--- src/rtl/lcd_hd44780_responder.sv ---
// ---------------------------------------------------------------------------
// lcd_hd44780_responder
//
// Display end of an HD44780-style 8-bit parallel LCD bus. It decodes
// instructions and data from an initiator, keeps the 80-byte DDRAM, the
// address counter and the display state, and models the busy time.
// DDRAM contents are exposed through a registered read port and a
// write-event stream so the text can be mirrored onto other displays.
//
// Ports
//   clk, rst_n              system clock, asynchronous active-low reset
//   lcd_rs/lcd_rw/lcd_e     bus controls (lcd_e is asynchronous to clk)
//   lcd_data                bus data from the initiator
//   lcd_data_out/_oe        read data and its drive enable
//   rd_addr/rd_data         DDRAM read port, 1-cycle latency
//   wr_valid/addr/char      one pulse per DDRAM character write
//   busy, ac                busy flag and address counter
//   display_on, cursor_on, blink_on, entry_inc, entry_shift, two_line,
//   shift_ofs               display state registers
//   overrun                 sticky: an access arrived while busy
//   addr_err                pulse: set-DDRAM-address with an invalid address
//
// DDRAM mapping: in two-line mode 0x00-0x27 -> 0..39 and 0x40-0x67 -> 40..79;
// in one-line mode 0x00-0x4F -> 0..79. Anything else is unmapped and reads
// back as a space. SYNC_STAGES must be at least 2 and each busy time at
// least 2.
// ---------------------------------------------------------------------------
module lcd_hd44780_responder #(
  parameter int          SYNC_STAGES = 2,
  parameter logic [31:0] BUSY_SHORT  = 32'd2000,
  parameter logic [31:0] BUSY_LONG   = 32'd82000
) (
  input  logic       clk,
  input  logic       rst_n,
  input  logic       lcd_rs,
  input  logic       lcd_rw,
  input  logic       lcd_e,
  input  logic [7:0] lcd_data,
  output logic [7:0] lcd_data_out,
  output logic       lcd_data_oe,
  input  logic [6:0] rd_addr,
  output logic [7:0] rd_data,
  output logic       wr_valid,
  output logic [6:0] wr_addr,
  output logic [7:0] wr_char,
  output logic       busy,
  output logic [6:0] ac,
  output logic       display_on,
  output logic       cursor_on,
  output logic       blink_on,
  output logic       entry_inc,
  output logic       entry_shift,
  output logic       two_line,
  output logic [5:0] shift_ofs,
  output logic       overrun,
  output logic       addr_err
);

  typedef enum logic [1:0] {
    S_CLR  = 2'd0,
    S_IDLE = 2'd1,
    S_EXEC = 2'd2,
    S_BUSY = 2'd3
  } state_t;

  // True when address a exists in DDRAM for the given line mode.
  function automatic logic addr_ok(input logic [6:0] a, input logic tl);
    logic ok;
    if (tl) begin
      ok = (a <= 7'h27) || ((a >= 7'h40) && (a <= 7'h67));
    end else begin
      ok = (a <= 7'h4F);
    end
    return ok;
  endfunction

  // Physical storage index of a mapped address (second line starts at 40).
  function automatic logic [6:0] phys_idx(input logic [6:0] a, input logic tl);
    logic [6:0] idx;
    if (tl && a[6]) begin
      idx = a - 7'd24;
    end else begin
      idx = a;
    end
    return idx;
  endfunction

  // Address counter step with the line-wrap rules of the current mode.
  function automatic logic [6:0] ac_step(input logic [6:0] a, input logic tl,
                                         input logic inc);
    logic [6:0] n;
    if (inc) begin
      if (tl && (a == 7'h27))       n = 7'h40;
      else if (tl && (a == 7'h67))  n = 7'h00;
      else if (!tl && (a == 7'h4F)) n = 7'h00;
      else                          n = a + 7'd1;
    end else begin
      if (tl && (a == 7'h00))       n = 7'h67;
      else if (tl && (a == 7'h40))  n = 7'h27;
      else if (!tl && (a == 7'h00)) n = 7'h4F;
      else                          n = a - 7'd1;
    end
    return n;
  endfunction

  // Display shift offset step, modulo 40.
  function automatic logic [5:0] ofs_step(input logic [5:0] o, input logic inc);
    logic [5:0] n;
    if (inc) begin
      n = (o == 6'd39) ? 6'd0 : o + 6'd1;
    end else begin
      n = (o == 6'd0) ? 6'd39 : o - 6'd1;
    end
    return n;
  endfunction

  logic [SYNC_STAGES-1:0] e_sync_r;
  logic                   e_prev_r;
  logic                   e_s, fall_s, rise_s, status_rd_s;

  state_t      state_r, state_s;
  logic [6:0]  clr_idx_r, clr_idx_s;
  logic [31:0] busy_cnt_r, busy_cnt_s;
  logic        cap_rs_r, cap_rs_s, cap_rw_r, cap_rw_s;
  logic [7:0]  cap_data_r, cap_data_s;
  logic        cap_clear_s, cap_home_s;
  logic        cgram_mode_r, cgram_mode_s;

  logic [6:0]  ac_r, ac_s;
  logic        display_on_r, display_on_s, cursor_on_r, cursor_on_s;
  logic        blink_on_r, blink_on_s, entry_inc_r, entry_inc_s;
  logic        entry_shift_r, entry_shift_s, two_line_r, two_line_s;
  logic [5:0]  shift_ofs_r, shift_ofs_s;
  logic        overrun_r, overrun_s, addr_err_r, addr_err_s;
  logic        wr_valid_r, wr_valid_s;
  logic [6:0]  wr_addr_r, wr_addr_s;
  logic [7:0]  wr_char_r, wr_char_s;
  logic        busy_r, busy_s;
  logic [7:0]  data_out_r, data_out_s;
  logic        oe_r, oe_s;
  logic [7:0]  rd_data_r;

  logic [7:0]  mem_r [0:79];
  logic        mem_we_s;
  logic [6:0]  mem_idx_s;
  logic [7:0]  mem_wdata_s;
  logic [7:0]  mem_ac_s;

  assign e_s         = e_sync_r[SYNC_STAGES-1];
  assign fall_s      = e_prev_r & ~e_s;
  assign rise_s      = ~e_prev_r & e_s;
  assign status_rd_s = lcd_rw & ~lcd_rs;
  assign cap_clear_s = ~cap_rs_r & ~cap_rw_r & (cap_data_r == 8'h01);
  assign cap_home_s  = ~cap_rs_r & ~cap_rw_r & (cap_data_r[7:1] == 7'h01);

  // Synchronize the asynchronous enable strobe and keep its previous value.
  always_ff @(posedge clk or negedge rst_n) begin
    if (!rst_n) begin
      e_sync_r <= '0;
      e_prev_r <= 1'b0;
    end else begin
      e_sync_r <= {e_sync_r[SYNC_STAGES-2:0], lcd_e};
      e_prev_r <= e_s;
    end
  end

  // DDRAM character at the address counter, spaces for unmapped addresses.
  always_comb begin
    mem_ac_s = 8'h20;
    if (addr_ok(ac_r, two_line_r)) begin
      mem_ac_s = mem_r[phys_idx(ac_r, two_line_r)];
    end else begin
      mem_ac_s = 8'h20;
    end
  end

  // Next-state and next-register logic for the FSM and display state.
  always_comb begin
    state_s       = state_r;
    clr_idx_s     = clr_idx_r;
    busy_cnt_s    = busy_cnt_r;
    cgram_mode_s  = cgram_mode_r;
    ac_s          = ac_r;
    display_on_s  = display_on_r;
    cursor_on_s   = cursor_on_r;
    blink_on_s    = blink_on_r;
    entry_inc_s   = entry_inc_r;
    entry_shift_s = entry_shift_r;
    two_line_s    = two_line_r;
    shift_ofs_s   = shift_ofs_r;
    wr_valid_s    = 1'b0;
    wr_addr_s     = wr_addr_r;
    wr_char_s     = wr_char_r;
    addr_err_s    = 1'b0;
    mem_we_s      = 1'b0;
    mem_idx_s     = 7'd0;
    mem_wdata_s   = 8'h00;

    cap_rs_s   = fall_s ? lcd_rs   : cap_rs_r;
    cap_rw_s   = fall_s ? lcd_rw   : cap_rw_r;
    cap_data_s = fall_s ? lcd_data : cap_data_r;

    // Any access other than a status read is dropped while not idle.
    overrun_s = overrun_r | (fall_s & (state_r != S_IDLE) & ~status_rd_s);

    // Reads latch their value on the synced rising edge of E.
    data_out_s = (rise_s && lcd_rw) ? (lcd_rs ? mem_ac_s : {busy_r, ac_r})
                                    : data_out_r;
    oe_s       = rise_s ? lcd_rw : (e_s & oe_r);

    case (state_r)
      S_CLR: begin
        mem_we_s    = 1'b1;
        mem_idx_s   = clr_idx_r;
        mem_wdata_s = 8'h20;
        if (clr_idx_r == 7'd79) begin
          clr_idx_s    = 7'd0;
          ac_s         = 7'd0;
          entry_inc_s  = 1'b1;
          shift_ofs_s  = 6'd0;
          cgram_mode_s = 1'b0;
          busy_cnt_s   = BUSY_LONG;
          state_s      = S_BUSY;
        end else begin
          clr_idx_s = clr_idx_r + 7'd1;
          state_s   = S_CLR;
        end
      end

      // The access is decoded as it is captured, so its effect is visible
      // in the first S_EXEC cycle together with busy.
      S_IDLE: begin
        if (fall_s && !status_rd_s) begin
          state_s = S_EXEC;
          if (lcd_rw) begin
            ac_s = ac_step(ac_r, two_line_r, entry_inc_r);
          end else if (lcd_rs) begin
            if (!cgram_mode_r && addr_ok(ac_r, two_line_r)) begin
              mem_we_s    = 1'b1;
              mem_idx_s   = phys_idx(ac_r, two_line_r);
              mem_wdata_s = lcd_data;
              wr_valid_s  = 1'b1;
              wr_addr_s   = ac_r;
              wr_char_s   = lcd_data;
            end else begin
              mem_we_s = 1'b0;
            end
            ac_s = ac_step(ac_r, two_line_r, entry_inc_r);
            if (entry_shift_r) begin
              shift_ofs_s = ofs_step(shift_ofs_r, entry_inc_r);
            end else begin
              shift_ofs_s = shift_ofs_r;
            end
          end else begin
            casez (lcd_data)
              8'b1???????: begin
                cgram_mode_s = 1'b0;
                if (addr_ok(lcd_data[6:0], two_line_r)) begin
                  ac_s = lcd_data[6:0];
                end else begin
                  addr_err_s = 1'b1;
                end
              end
              8'b01??????: cgram_mode_s = 1'b1;
              8'b001?????: two_line_s = lcd_data[3];
              8'b0001????: begin
                if (lcd_data[3]) begin
                  shift_ofs_s = ofs_step(shift_ofs_r, lcd_data[2]);
                end else begin
                  ac_s = ac_step(ac_r, two_line_r, lcd_data[2]);
                end
              end
              8'b00001???: begin
                display_on_s = lcd_data[2];
                cursor_on_s  = lcd_data[1];
                blink_on_s   = lcd_data[0];
              end
              8'b000001??: begin
                entry_inc_s   = lcd_data[1];
                entry_shift_s = lcd_data[0];
              end
              8'b0000001?: begin
                ac_s         = 7'd0;
                shift_ofs_s  = 6'd0;
                cgram_mode_s = 1'b0;
              end
              // Clear display is handled in S_EXEC; 0x00 is a no-op.
              default: ac_s = ac_r;
            endcase
          end
        end else begin
          state_s = S_IDLE;
        end
      end

      // EXEC plus BUSY together last the nominal busy time.
      S_EXEC: begin
        if (cap_clear_s) begin
          clr_idx_s = 7'd0;
          state_s   = S_CLR;
        end else begin
          busy_cnt_s = cap_home_s ? (BUSY_LONG - 32'd2) : (BUSY_SHORT - 32'd2);
          state_s    = S_BUSY;
        end
      end

      S_BUSY: begin
        if (busy_cnt_r == 32'd0) begin
          state_s = S_IDLE;
        end else begin
          busy_cnt_s = busy_cnt_r - 32'd1;
          state_s    = S_BUSY;
        end
      end

      default: state_s = S_CLR;
    endcase

    busy_s = (state_s != S_IDLE);
  end

  // FSM and display-state registers.
  always_ff @(posedge clk or negedge rst_n) begin
    if (!rst_n) begin
      state_r       <= S_CLR;
      clr_idx_r     <= 7'd0;
      busy_cnt_r    <= 32'd0;
      cap_rs_r      <= 1'b0;
      cap_rw_r      <= 1'b0;
      cap_data_r    <= 8'h00;
      cgram_mode_r  <= 1'b0;
      ac_r          <= 7'd0;
      display_on_r  <= 1'b0;
      cursor_on_r   <= 1'b0;
      blink_on_r    <= 1'b0;
      entry_inc_r   <= 1'b1;
      entry_shift_r <= 1'b0;
      two_line_r    <= 1'b0;
      shift_ofs_r   <= 6'd0;
      overrun_r     <= 1'b0;
      addr_err_r    <= 1'b0;
      wr_valid_r    <= 1'b0;
      wr_addr_r     <= 7'd0;
      wr_char_r     <= 8'h00;
      busy_r        <= 1'b0;
      data_out_r    <= 8'h00;
      oe_r          <= 1'b0;
    end else begin
      state_r       <= state_s;
      clr_idx_r     <= clr_idx_s;
      busy_cnt_r    <= busy_cnt_s;
      cap_rs_r      <= cap_rs_s;
      cap_rw_r      <= cap_rw_s;
      cap_data_r    <= cap_data_s;
      cgram_mode_r  <= cgram_mode_s;
      ac_r          <= ac_s;
      display_on_r  <= display_on_s;
      cursor_on_r   <= cursor_on_s;
      blink_on_r    <= blink_on_s;
      entry_inc_r   <= entry_inc_s;
      entry_shift_r <= entry_shift_s;
      two_line_r    <= two_line_s;
      shift_ofs_r   <= shift_ofs_s;
      overrun_r     <= overrun_s;
      addr_err_r    <= addr_err_s;
      wr_valid_r    <= wr_valid_s;
      wr_addr_r     <= wr_addr_s;
      wr_char_r     <= wr_char_s;
      busy_r        <= busy_s;
      data_out_r    <= data_out_s;
      oe_r          <= oe_s;
    end
  end

  // DDRAM storage; the clear fill rewrites it after every reset.
  always_ff @(posedge clk) begin
    if (mem_we_s) begin
      mem_r[mem_idx_s] <= mem_wdata_s;
    end
  end

  // Registered DDRAM read port for mirroring logic.
  always_ff @(posedge clk or negedge rst_n) begin
    if (!rst_n) begin
      rd_data_r <= 8'h00;
    end else if (addr_ok(rd_addr, two_line_r)) begin
      rd_data_r <= mem_r[phys_idx(rd_addr, two_line_r)];
    end else begin
      rd_data_r <= 8'h20;
    end
  end

  assign lcd_data_out = data_out_r;
  assign lcd_data_oe  = oe_r;
  assign rd_data      = rd_data_r;
  assign wr_valid     = wr_valid_r;
  assign wr_addr      = wr_addr_r;
  assign wr_char      = wr_char_r;
  assign busy         = busy_r;
  assign ac           = ac_r;
  assign display_on   = display_on_r;
  assign cursor_on    = cursor_on_r;
  assign blink_on     = blink_on_r;
  assign entry_inc    = entry_inc_r;
  assign entry_shift  = entry_shift_r;
  assign two_line     = two_line_r;
  assign shift_ofs    = shift_ofs_r;
  assign overrun      = overrun_r;
  assign addr_err     = addr_err_r;

endmodule

--- config.mk ---
export PLATFORM = sky130hd
export DESIGN_NAME = lcd_hd44780_responder
export DESIGN_NICKNAME = d
export VERILOG_FILES = /design/src/rtl/lcd_hd44780_responder.sv
export SDC_FILE = /design/constraint.sdc
export NUM_CORES = 1
export LEC_CHECK = 0
export ABC_AREA = 0
export CORE_UTILIZATION = 28
export CTS_CLUSTER_SIZE = 30
export DETAILED_ROUTE_END_ITERATION = 12
export PLACE_DENSITY = 0.5
export SLEW_MARGIN = 0
export SYNTH_ARGS = -nofsm -noshare
export SYNTH_HDL_FRONTEND = slang
export SYNTH_SLANG_ARGS = --single-unit
--- constraint.sdc ---
create_clock -name clk -period 8.4 [get_ports clk]
set_input_delay 1.26 -clock clk [delete_from_list [all_inputs] [get_ports clk]]
set_output_delay 1.26 -clock clk [all_outputs]
set_load 0.02 [all_outputs]
==> results.py, run 1 <==
metrics = {
    "worst_setup_path": {
        "required_ns": 8.67,
        "reg2regPathDepth": 9,
        "critPathCaptureType": "flip-flop",
        "crit_fanout": 21,
        "ff2ff_setup_slack_ns": 3.24,
        "crit_type": "primary input to flip-flop",
        "crit_slowest_cell": "nor4_2",
        "worstPathCellList": "clkdlybuf4s50_1 -> nor4b_2 -> and3_1 -> o211ai_2 -> inv_2 -> a21o_1 -> nand3_1 -> buf_4 -> nor4_2",
        "max_stage_delay_ns": 0.84,
        "cp.arrival_ns": 5.47,
        "start_kind": "primary input",
    },
    "floorplanning": {
        "core_area_um2": 130000,
        "die_area_um2": 133000,
        "ioPinCount": 75,
        "die_w_um": 364,
        "fp-row-count": 132,
        "initial_core_util": 0.283,
        "die_height_um": 364,
    },
    "placement": {
        "gp_congestion": 0.905,
        "pre_cts_ws_ns": 2.57,
        "dp_hpwl_um": 79600,
        "place_inst": 3955,
        "portBuffers": 74,
    },
    "sta": {
        "slew_viol_final": 0,
        "fin_crit_ns": 5.21,
        "finalSetupViolations": 0,
        "holdWs_ns": 0.357,
        "tightest_slew_ns": 1.47,
        "fin_tns_setup_ns": 0,
        "skew_ns": 0.0225,
        "worst_slack_ns": 3.19,
        "finalHoldViolCount": 0,
        "max_clock_freq_ghz": 0.192,
        "slew_headroom": 0.0108,
        "period_share": 0.620,
        "rsz0062_at_grt": "no",
    },
    "detailed_routing": {
        "drc_errors": 0,
        "viasPerCell": 5.52,
        "wirelength_um": 118000,
        "antenna_left": 0,
        "drtPass1Iterations": 6,
        "drtIter0Drc": 2271,
        "wl_per_cell_um": 28.7,
        "via_count": 22701,
    },
    "global_route": {
        "overflow": 0,
        "grt_pass1_wl_um": 171000,
        "antenna_found_initial": 1,
        "grt_pass1_vias": 23081,
        "grt_max_degree": 103,
        "grt_usage": 0.178,
    },
    "clocking": {
        "cts-hold-fix-buffers": 0,
        "postCtsSetupBuffers": 0,
        "max-clock-path-buffers": 3,
        "root_buffer": "clkbuf_16",
        "numCtsBuffers": 86,
        "post_cts_resized": 0,
        "htreeDepth": 3,
        "clk_pin_slew_ns": 0.06,
        "cts_tree": "done",
        "clock_sinks": 750,
        "clock_latency_ns": 0.66,
    },
    "power_and_ir_drop": {
        "pwr-share-comb": 0.277,
        "p_clk_frac": 0.331,
        "peakVddDrop_uv": 197,
        "power_leakage_uw": 0.0133,
        "internal-power_uw": 7710,
        "power.density_nw_per_um2": 270,
        "p_switching_uw": 3740,
        "p_sw_frac": 0.327,
        "pwr-share-seq": 0.391,
    },
    "yosys": {
        "synthArstFlopShare": 0.147,
        "netlist_instances": 2244,
        "synth_top_cell_area_share": 0.523,
        "ys_ff_latch": 750,
        "synth_ff_type": "edfxtp_1",
        "synth_edf_count": 640,
        "synthTopCellsByArea": "edfxtp_1, mux4_2, dfrtp_1, nand2_1, nor2_1",
        "synth.top_cells.by_count": "edfxtp_1, mux4_2, nand2_1",
        "synth_area_leader_cell": "edfxtp_1",
        "avgSynthCellArea_um2": 16.4,
        "yosysMostFrequentCell": "edfxtp_1",
        "synth_area_um2": 36700,
        "synth.yosys.seq_area_share": 0.598,
        "syn-num-nets": 2280,
        "netlist-cell-type-count": 86,
        "yosysWarningCount": 0,
    },
    "finish": {
        "area_growth_pct": 15.3,
        "nets": 2338,
        "instances_no_fill": 4116,
        "fin_util": 0.326,
        "drive_above_1_share": 0.263,
    },
    "status": {
        "violations": "max-capacitance violations",
        "status": "finished, violations left",
    },
    "flow_run": {
        "drv_cap": 1,
    },
    "worst_hold_path": {
        "hold_class": "flip-flop to flip-flop",
        "whs_path_depth": 0,
    },
}
per-layer routing:
layer,track usage,vias up,part of all wire
met4,0.0495,0,0.028
met5,0,-,0
li1,-,9371,-
met1,0.245,12141,0.42
met3,0.0391,165,0.081
met2,0.282,1024,0.47
final cells by class:
cell class	count	area, um2
Multi-Input combinational cell	1301	14000
Clock inverter	41	467
Antenna cell	1	2.50
Sequential cell	750	22000
Inverter	33	124
Timing Repair Buffer	130	1180
Fill cell	12490	87500
Tap cell	1742	2180
Clock buffer	118	2360
cells in the final DEF (no fill, tap or decap), drive strengths merged, types with 10 or more instances in the layout:
cell type / count
and2: 15
clkinv: 26
o31ai: 13
dfrtp: 109
buf: 59
clkdlybuf4s50: 70
a31oi: 18
o21ai: 68
a32oi: 14
nand2: 154
clkbuf: 119
nand2b: 10
ha: 16
nor2b: 13
nor3: 38
nand4: 14
and3: 13
mux2: 21
a21boi: 12
inv: 37
o211ai: 14
nand3: 51
nor2: 145
mux4: 356
a21oi: 40
xnor2: 29
nor4: 33
o22ai: 12
mux2i: 42
a21o: 10
or3: 10
edfxtp: 640
worst paths after layout:
check                       startpoint            to
min in group asynchronous        rst_n  shift_ofs[5]
max reg2reg                      ac[0]  mem_r[45][7]
max in group asynchronous        rst_n         ac[0]
min                        e_sync_r[0]   e_sync_r[1]
min reg2reg                e_sync_r[0]   e_sync_r[1]
max                             lcd_rw  mem_r[45][7]
registers in the layout, summed over array words and instances (netlist names), 2 cells and up:
name,cells
ac,7
busy_cnt_r,32
cap_data_r,8
clr_idx_r,7
e_sync_r,2
lcd_data_out,8
mem_r,640
rd_data,8
shift_ofs,6
state_r,2
wr_addr,7
wr_char,8
power by group through the flow:
stage / Sequential [uW] / Combinational (uW) / Clock [uW]
6_report: 4480 / 3170 / 3790
3_3_place_gp: 4540 / 3140 / 0
4_1_cts: 4470 / 3170 / 3860
3_5_place_dp: 4540 / 3170 / 0
5_1_grt: 4500 / 3340 / 3980
2_1_floorplan: 4450 / 2050 / 0
cell families after synthesis:
family	count (synthesis)	share of synthesized area
flip-flops	750	0.598
AND/OR/NAND/NOR	534	0.0703
multiplexers	419	0.236
AO/OA/AOI/OAI	300	0.0589
buffers and inverters	193	0.0232
XOR/XNOR	32	0.00763
adder cells (fa/ha/maj)	16	0.00545
stage by stage:
| step | power, uW | area [um2] |
|---|---|---|
| 2_1_floorplan | 6500 | 36700 |
| 3_3_place_gp | 7680 | 39500 |
| 3_5_place_dp | 7710 | 39500 |
| 4_1_cts | 11500 | 42300 |
| 5_1_grt | 11800 | 42300 |
| 6_report | 11400 | 42300 |
critical path: cells and delay by family:
family                 cells  cell delay (ns)
and+or+nand+nor            4             2.28
buffers and inverters      3             1.39
AOI/OAI and AO/OA          2             0.51
(Power assumes the default switching activity.)
==> run 2: changes to the inputs <==
==> constraint.sdc (replaced) <==
create_clock -name clk -period 5.05 [get_ports clk]
set_input_delay 0.7575 -clock clk [delete_from_list [all_inputs] [get_ports clk]]
set_output_delay 0.7575 -clock clk [all_outputs]
set_load 0.02 [all_outputs]
==> run 2 against run 1 <==
The run now ends clean. Critical path type is now flip-flop to flip-flop. Critical endpoint is now mem_r[19][7]. Highest routed layer is now met5. Register-to-register slack lost 2.4 ns. Combinational power grew 72%. Critical path depth did not move. Largest cell class unchanged. Largest power group unchanged. Global-route usage about the same. Count of clock-buffer cells in the layout fell by 3. Core utilization up 0.60 points. Sequential share of layout area down 0.94 points. Via count increased by 0.95%. Clock power up 70%. Non-clock buffer count increased by 76.
==> results.py, run 2 (synthesis gave the netlist of run 1 again) <==
metrics = {
    "global_route": {
        "overflow": 0,
        "grt_pass1_vias": 23249,
        "grt_max_degree": 124,
        "antenna_found_initial": 6,
        "grt_pass1_wl_um": 171000,
        "grt_usage": 0.177,
    },
    "worst_setup_path": {
        "cp.arrival_ns": 4.48,
        "crit_start": "ac[3]",
        "required_ns": 5.34,
        "crit_path_frequent_cell": "buf_4",
        "crit_type": "flip-flop to flip-flop",
        "path_buf_inv": 2,
        "worstPathCellList": "ha_1 -> nand3b_1 -> xnor2_1 -> buf_4 -> o2111ai_1 -> o22ai_1 -> buf_4 -> or4_1 -> nor2_1",
        "rr_startpoint": "ac[3]",
        "crit_slowest_cell": "or4_1",
        "critPathTopFamily": "simple AND/OR/NAND/NOR gates",
        "crit_fanout": 15,
        "max_stage_delay_ns": 0.76,
        "start_kind": "flip-flop",
        "critPathCaptureType": "flip-flop",
    },
    "detailed_routing": {
        "antenna_left": 0,
        "via_count": 22917,
        "wirelength_um": 118000,
        "drtPass1Iterations": 6,
        "viasPerCell": 5.47,
        "drc_errors": 0,
        "drtIter0Drc": 2591,
        "wl_per_cell_um": 28.1,
    },
    "power_and_ir_drop": {
        "power_leakage_uw": 0.0138,
        "peakVddDrop_uv": 261,
        "power.density_nw_per_um2": 447,
    },
    "placement": {
        "dp_hpwl_um": 80400,
        "dpl_cell_area_um2": 40200,
        "gp_congestion": 0.932,
        "place_inst": 4032,
        "portBuffers": 74,
    },
    "sta": {
        "fin_tns_setup_ns": 0,
        "skew_ns": 0.0377,
        "slew_viol_final": 0,
        "fin_crit_ns": 4.19,
        "period_share": 0.831,
        "slew_headroom": 0.190,
        "max_clock_freq_ghz": 0.238,
        "finalSetupViolations": 0,
        "holdWs_ns": 0.268,
        "rsz0062_at_grt": "no",
        "tightest_slew_ns": 1.18,
        "finalHoldViolCount": 0,
    },
    "clocking": {
        "max-clock-path-buffers": 3,
        "postCtsSetupBuffers": 0,
        "cts-hold-fix-buffers": 0,
        "clock_latency_ns": 0.67,
        "root_buffer": "clkbuf_16",
        "clk_pin_slew_ns": 0.06,
        "clock_sinks": 750,
        "post_cts_resized": 0,
        "htreeDepth": 3,
        "cts_tree": "done",
        "numCtsBuffers": 85,
    },
    "floorplanning": {
        "die_height_um": 364,
        "die_area_um2": 133000,
        "initial_core_util": 0.283,
        "die_w_um": 364,
        "ioPinCount": 75,
        "core_area_um2": 130000,
        "fp-row-count": 132,
    },
    "finish": {
        "top_register": "mem_r",
        "layout_common_cells": "edfxtp_1, mux4_2, nand2_1",
        "design_area_um2": 43100,
        "regArea_um2": 22000,
        "largest_reg_flops": 640,
        "fin_util": 0.332,
        "nFillCells": 12519,
        "top_regs": "mem_r (640), busy_cnt_r (32)",
        "mostFrequentLayoutCell": "edfxtp_1",
        "instances_no_fill": 4193,
        "multi_input_area_um2": 14000,
        "nets": 2413,
        "drive_above_1_share": 0.286,
        "area_growth_pct": 17.4,
    },
    "flow_run": {
        "drv_cap": 0,
    },
    "status": {
        "status": "completed",
    },
    "worst_hold_path": {
        "hold_class": "primary input to async pin",
    },
}
run 2: changes by cell type in the layout (fill, tap and decap cells not counted), moves of 3 or more:
cell and change:
buf_4 +64, buf_12 +13, clkinv_1 -4, bufinv_16 +3, nor3_1 +3, nor3_2 -3
run 2: metal layers:
| metal | vias up | share of wire | GRT usage |
|---|---|---|---|
| li1 | 9529 | - | - |
| met1 | 12129 | 0.42 | 0.248 |
| met2 | 1074 | 0.46 | 0.276 |
| met3 | 181 | 0.086 | 0.0370 |
| met4 | 4 | 0.030 | 0.0541 |
| met5 | - | 0.00025 | 0 |
run 2: layout make-up:
type / count / share of cell area
sequential: 750 / 0.510
multi-input combinational: 1301 / 0.325
clock buffer: 115 / 0.0546
tap: 1742 / 0.0505
timing repair buffer: 206 / 0.0445
clock inverter: 43 / 0.0126
inverter: 33 / 0.00287
antenna: 3 / 0.000174
run 2: path summary, 6_finish.rpt:
kind | to | slack (ns) | cells after the start
max | mem_r[19][7] | 0.86 | 9
min | shift_ofs[5] | 0.27 | 1
max reg2reg | mem_r[19][7] | 0.86 | 9
min reg2reg | e_sync_r[1] | 0.36 | 0
max in group asynchronous | busy_cnt_r[18] | 3.56 | 2
min in group clk | e_sync_r[1] | 0.36 | 0
run 2: per-stage QoR:
stage | worst slack, ns | total power [uW]
after floorplan | 0.628 | 10800
after global placement | 0.643 | 12900
after detailed placement | 0.467 | 12900
after CTS | 0.946 | 19400
after global routing | 0.774 | 19900
final | 0.856 | 19300
run 2: power breakdown:
| group | total [uW] | internal [uW] | switching (uW) |
|---|---|---|---|
| logic | 5460 | 2220 | 3240 |
| registers | 7380 | 6930 | 443 |
| clock network | 6430 | 3840 | 2590 |
==> run 3: changes to the inputs <==
--- a/config.mk
+++ b/config.mk
@@ -9,7 +9,7 @@
 export CORE_UTILIZATION = 28
 export CTS_CLUSTER_SIZE = 30
 export DETAILED_ROUTE_END_ITERATION = 12
-export PLACE_DENSITY = 0.5
+export PLACE_DENSITY = 0.52
 export SLEW_MARGIN = 0
 export SYNTH_ARGS = -nofsm -noshare
 export SYNTH_HDL_FRONTEND = slang
==> constraint.sdc (replaced) <==
create_clock -name clk -period 3.5 [get_ports clk]
set_input_delay 0.525 -clock clk [delete_from_list [all_inputs] [get_ports clk]]
set_output_delay 0.525 -clock clk [all_outputs]
set_load 0.02 [all_outputs]
==> run 3 against run 2 <==
Clock power is 49% higher. Clock skew is 0.0011 ns lower. Core utilization is 0.90 points higher. Combinational power is 51% higher. Sequential power is 42% higher. Sequential share of layout area is 1.3 points lower. Critical path depth is 2 higher. Total power is 47% higher. Wire length is 2.0% higher. Die area stayed put. Sequential cell count stayed put. Critical endpoint is now mem_r[9][1].
==> results.py, run 3 (synthesis gave the netlist of run 1 again) <==
metrics = {
    "sta": {
        "finalSetupViolations": 0,
        "max_clock_freq_ghz": 0.294,
        "finalHoldViolCount": 0,
        "period_share": 0.972,
        "tightest_slew_ns": 0.870,
        "skew_ns": 0.0366,
        "fin_crit_ns": 3.40,
        "slew_headroom": 0.415,
        "rsz0062_at_grt": "no",
        "worst_slack_ns": 0.0997,
        "holdWs_ns": 0.308,
        "slew_viol_final": 0,
    },
    "clocking": {
        "htreeDepth": 3,
        "clock_sinks": 750,
        "numCtsBuffers": 88,
        "root_buffer": "clkbuf_16",
        "clk_pin_slew_ns": 0.06,
        "cts_tree": "done",
        "clock_latency_ns": 0.68,
        "max-clock-path-buffers": 3,
    },
    "global_route": {
        "grt_pass1_vias": 23748,
        "gr-max-usage-layer": "met2",
        "overflow": 0,
        "use_met2": 0.284,
        "grt_max_degree": 88,
        "grt_usage": 0.181,
        "use_met1": 0.257,
        "grt_pass1_wl_um": 175000,
        "use_met3": 0.0310,
        "antenna_found_initial": 2,
    },
    "power_and_ir_drop": {
        "p_clk_frac": 0.338,
        "power_leakage_uw": 0.0144,
        "internal-power_uw": 19100,
        "pwr-share-seq": 0.372,
        "pwr-share-comb": 0.290,
        "power.density_nw_per_um2": 639,
        "p_sw_frac": 0.326,
        "p_total_uw": 28300,
        "peakVddDrop_uv": 745,
        "p_switching_uw": 9240,
    },
    "placement": {
        "gp_congestion": 0.930,
        "pre_cts_ws_ns": -0.0454,
        "portBuffers": 74,
        "dp_hpwl_um": 82900,
    },
    "worst_setup_path": {
        "required_ns": 3.85,
        "start_kind": "flip-flop",
        "crit_fanout": 13,
        "critPathCaptureType": "flip-flop",
        "cp.arrival_ns": 3.75,
        "crit_type": "flip-flop to flip-flop",
    },
    "finish": {
        "layout_common_cells": "edfxtp_1, mux4_2, buf_4",
        "drive_above_1_share": 0.318,
        "nets": 2507,
        "largest_reg_flops": 640,
        "top_register": "mem_r",
        "mostFrequentLayoutCell": "edfxtp_1",
        "top_regs": "mem_r (640), busy_cnt_r (32)",
        "area_growth_pct": 20.6,
    },
    "worst_hold_path": {
        "hold_class": "primary input to flip-flop",
    },
    "detailed_routing": {
        "wl_per_cell_um": 28.0,
        "via_count": 23638,
        "drtIter0Drc": 2846,
        "antenna_left": 0,
        "drc_errors": 0,
        "drtPass1Iterations": 6,
        "viasPerCell": 5.51,
        "wirelength_um": 120000,
    },
    "floorplanning": {
        "die_height_um": 364,
        "die_w_um": 364,
        "ioPinCount": 75,
        "core_area_um2": 130000,
        "initial_core_util": 0.283,
        "fp-row-count": 132,
        "die_area_um2": 133000,
    },
    "flow_run": {
        "drv_cap": 0,
    },
    "status": {
        "status": "completed",
    },
}
run 3: changes by cell type in the layout (fill, tap and decap cells not counted), moves of 2 or more:
cell	change
clkinvlp_4	+10
diode_2	-2
nor4_2	+2
buf_4	+63
clkbuf_8	-5
bufinv_16	+2
buf_12	+25
inv_6	+6
clkbuf_1	-12
nor4_1	-2
clkinv_1	+5
run 3: final cells by class:
type,instances,area [um2]
clock buffer,99,2260
multi-input combinational,1301,14000
timing repair buffer,297,2940
inverter,33,124
sequential,750,22000
antenna,1,2.50
clock inverter,66,757
fill,12396,85500
tap,1742,2180
run 3: critical path, stage by stage, from the launching register on:
cell	delay, ns
dfrtp_4	0.53
ha_1	0.23
and2_1	0.17
a221o_1	0.41
o211ai_2	0.16
inv_2	0.15
buf_4	0.23
a222oi_1	0.37
buf_4	0.19
o211ai_1	0.24
nor2_1	0.18
buf_4	0.21
run 3: per-layer routing:
layer	wire [um]	vias up
met1	51600	12610
met4	3800	2
met5	7	-
li1	-	9712
met3	9180	187
met2	55600	1127
run 3: what timing repair did:
| item | in CTS | in global routing |
|---|---|---|
| buffers inserted | 0 | 1 |
| endpoints found under the setup margin | 17 | 60 |
| endpoints found under the hold margin | 48 | 0 |
| pin swaps | 0 | 1 |
| resized for setup | 2 | 4 |
| hold buffers | 1 | 0 |
run 3: metrics by stage:
step / instances / util / cell area, um2 / setup TNS [ns]
3_5_place_dp: 4121 / 0.318 / 41200 / -0.597
5_1_grt: 4288 / 0.341 / 44300 / 0
2_1_floorplan: 2244 / - / 36800 / -135.21
3_3_place_gp: 4121 / 0.318 / 41200 / -0.783
6_report: 4289 / 0.341 / 44300 / 0
4_1_cts: 4287 / 0.341 / 44300 / 0
run 3: final timing paths:
path / from / endpoint / slack, ns / cells after the start
max reg2reg: ac[0] / mem_r[9][1] / 0.1 / 11
max: ac[0] / mem_r[9][1] / 0.1 / 11
max in group asynchronous: rst_n / entry_inc / 2.16 / 3
min reg2reg: e_sync_r[0] / e_sync_r[1] / 0.36 / 0
min in group asynchronous: rst_n / shift_ofs[0] / 0.50 / 2
min: lcd_e / e_sync_r[0] / 0.31 / 1
run 3: power groups by stage:
stage	clock network [uW]	logic [uW]	registers (uW)
final	9570	8220	10500
after CTS	9770	8160	10500
after detailed placement	0	8120	10700
after global routing	10100	8630	10600
after floorplan	0	4920	10700
after global placement	0	8060	10700
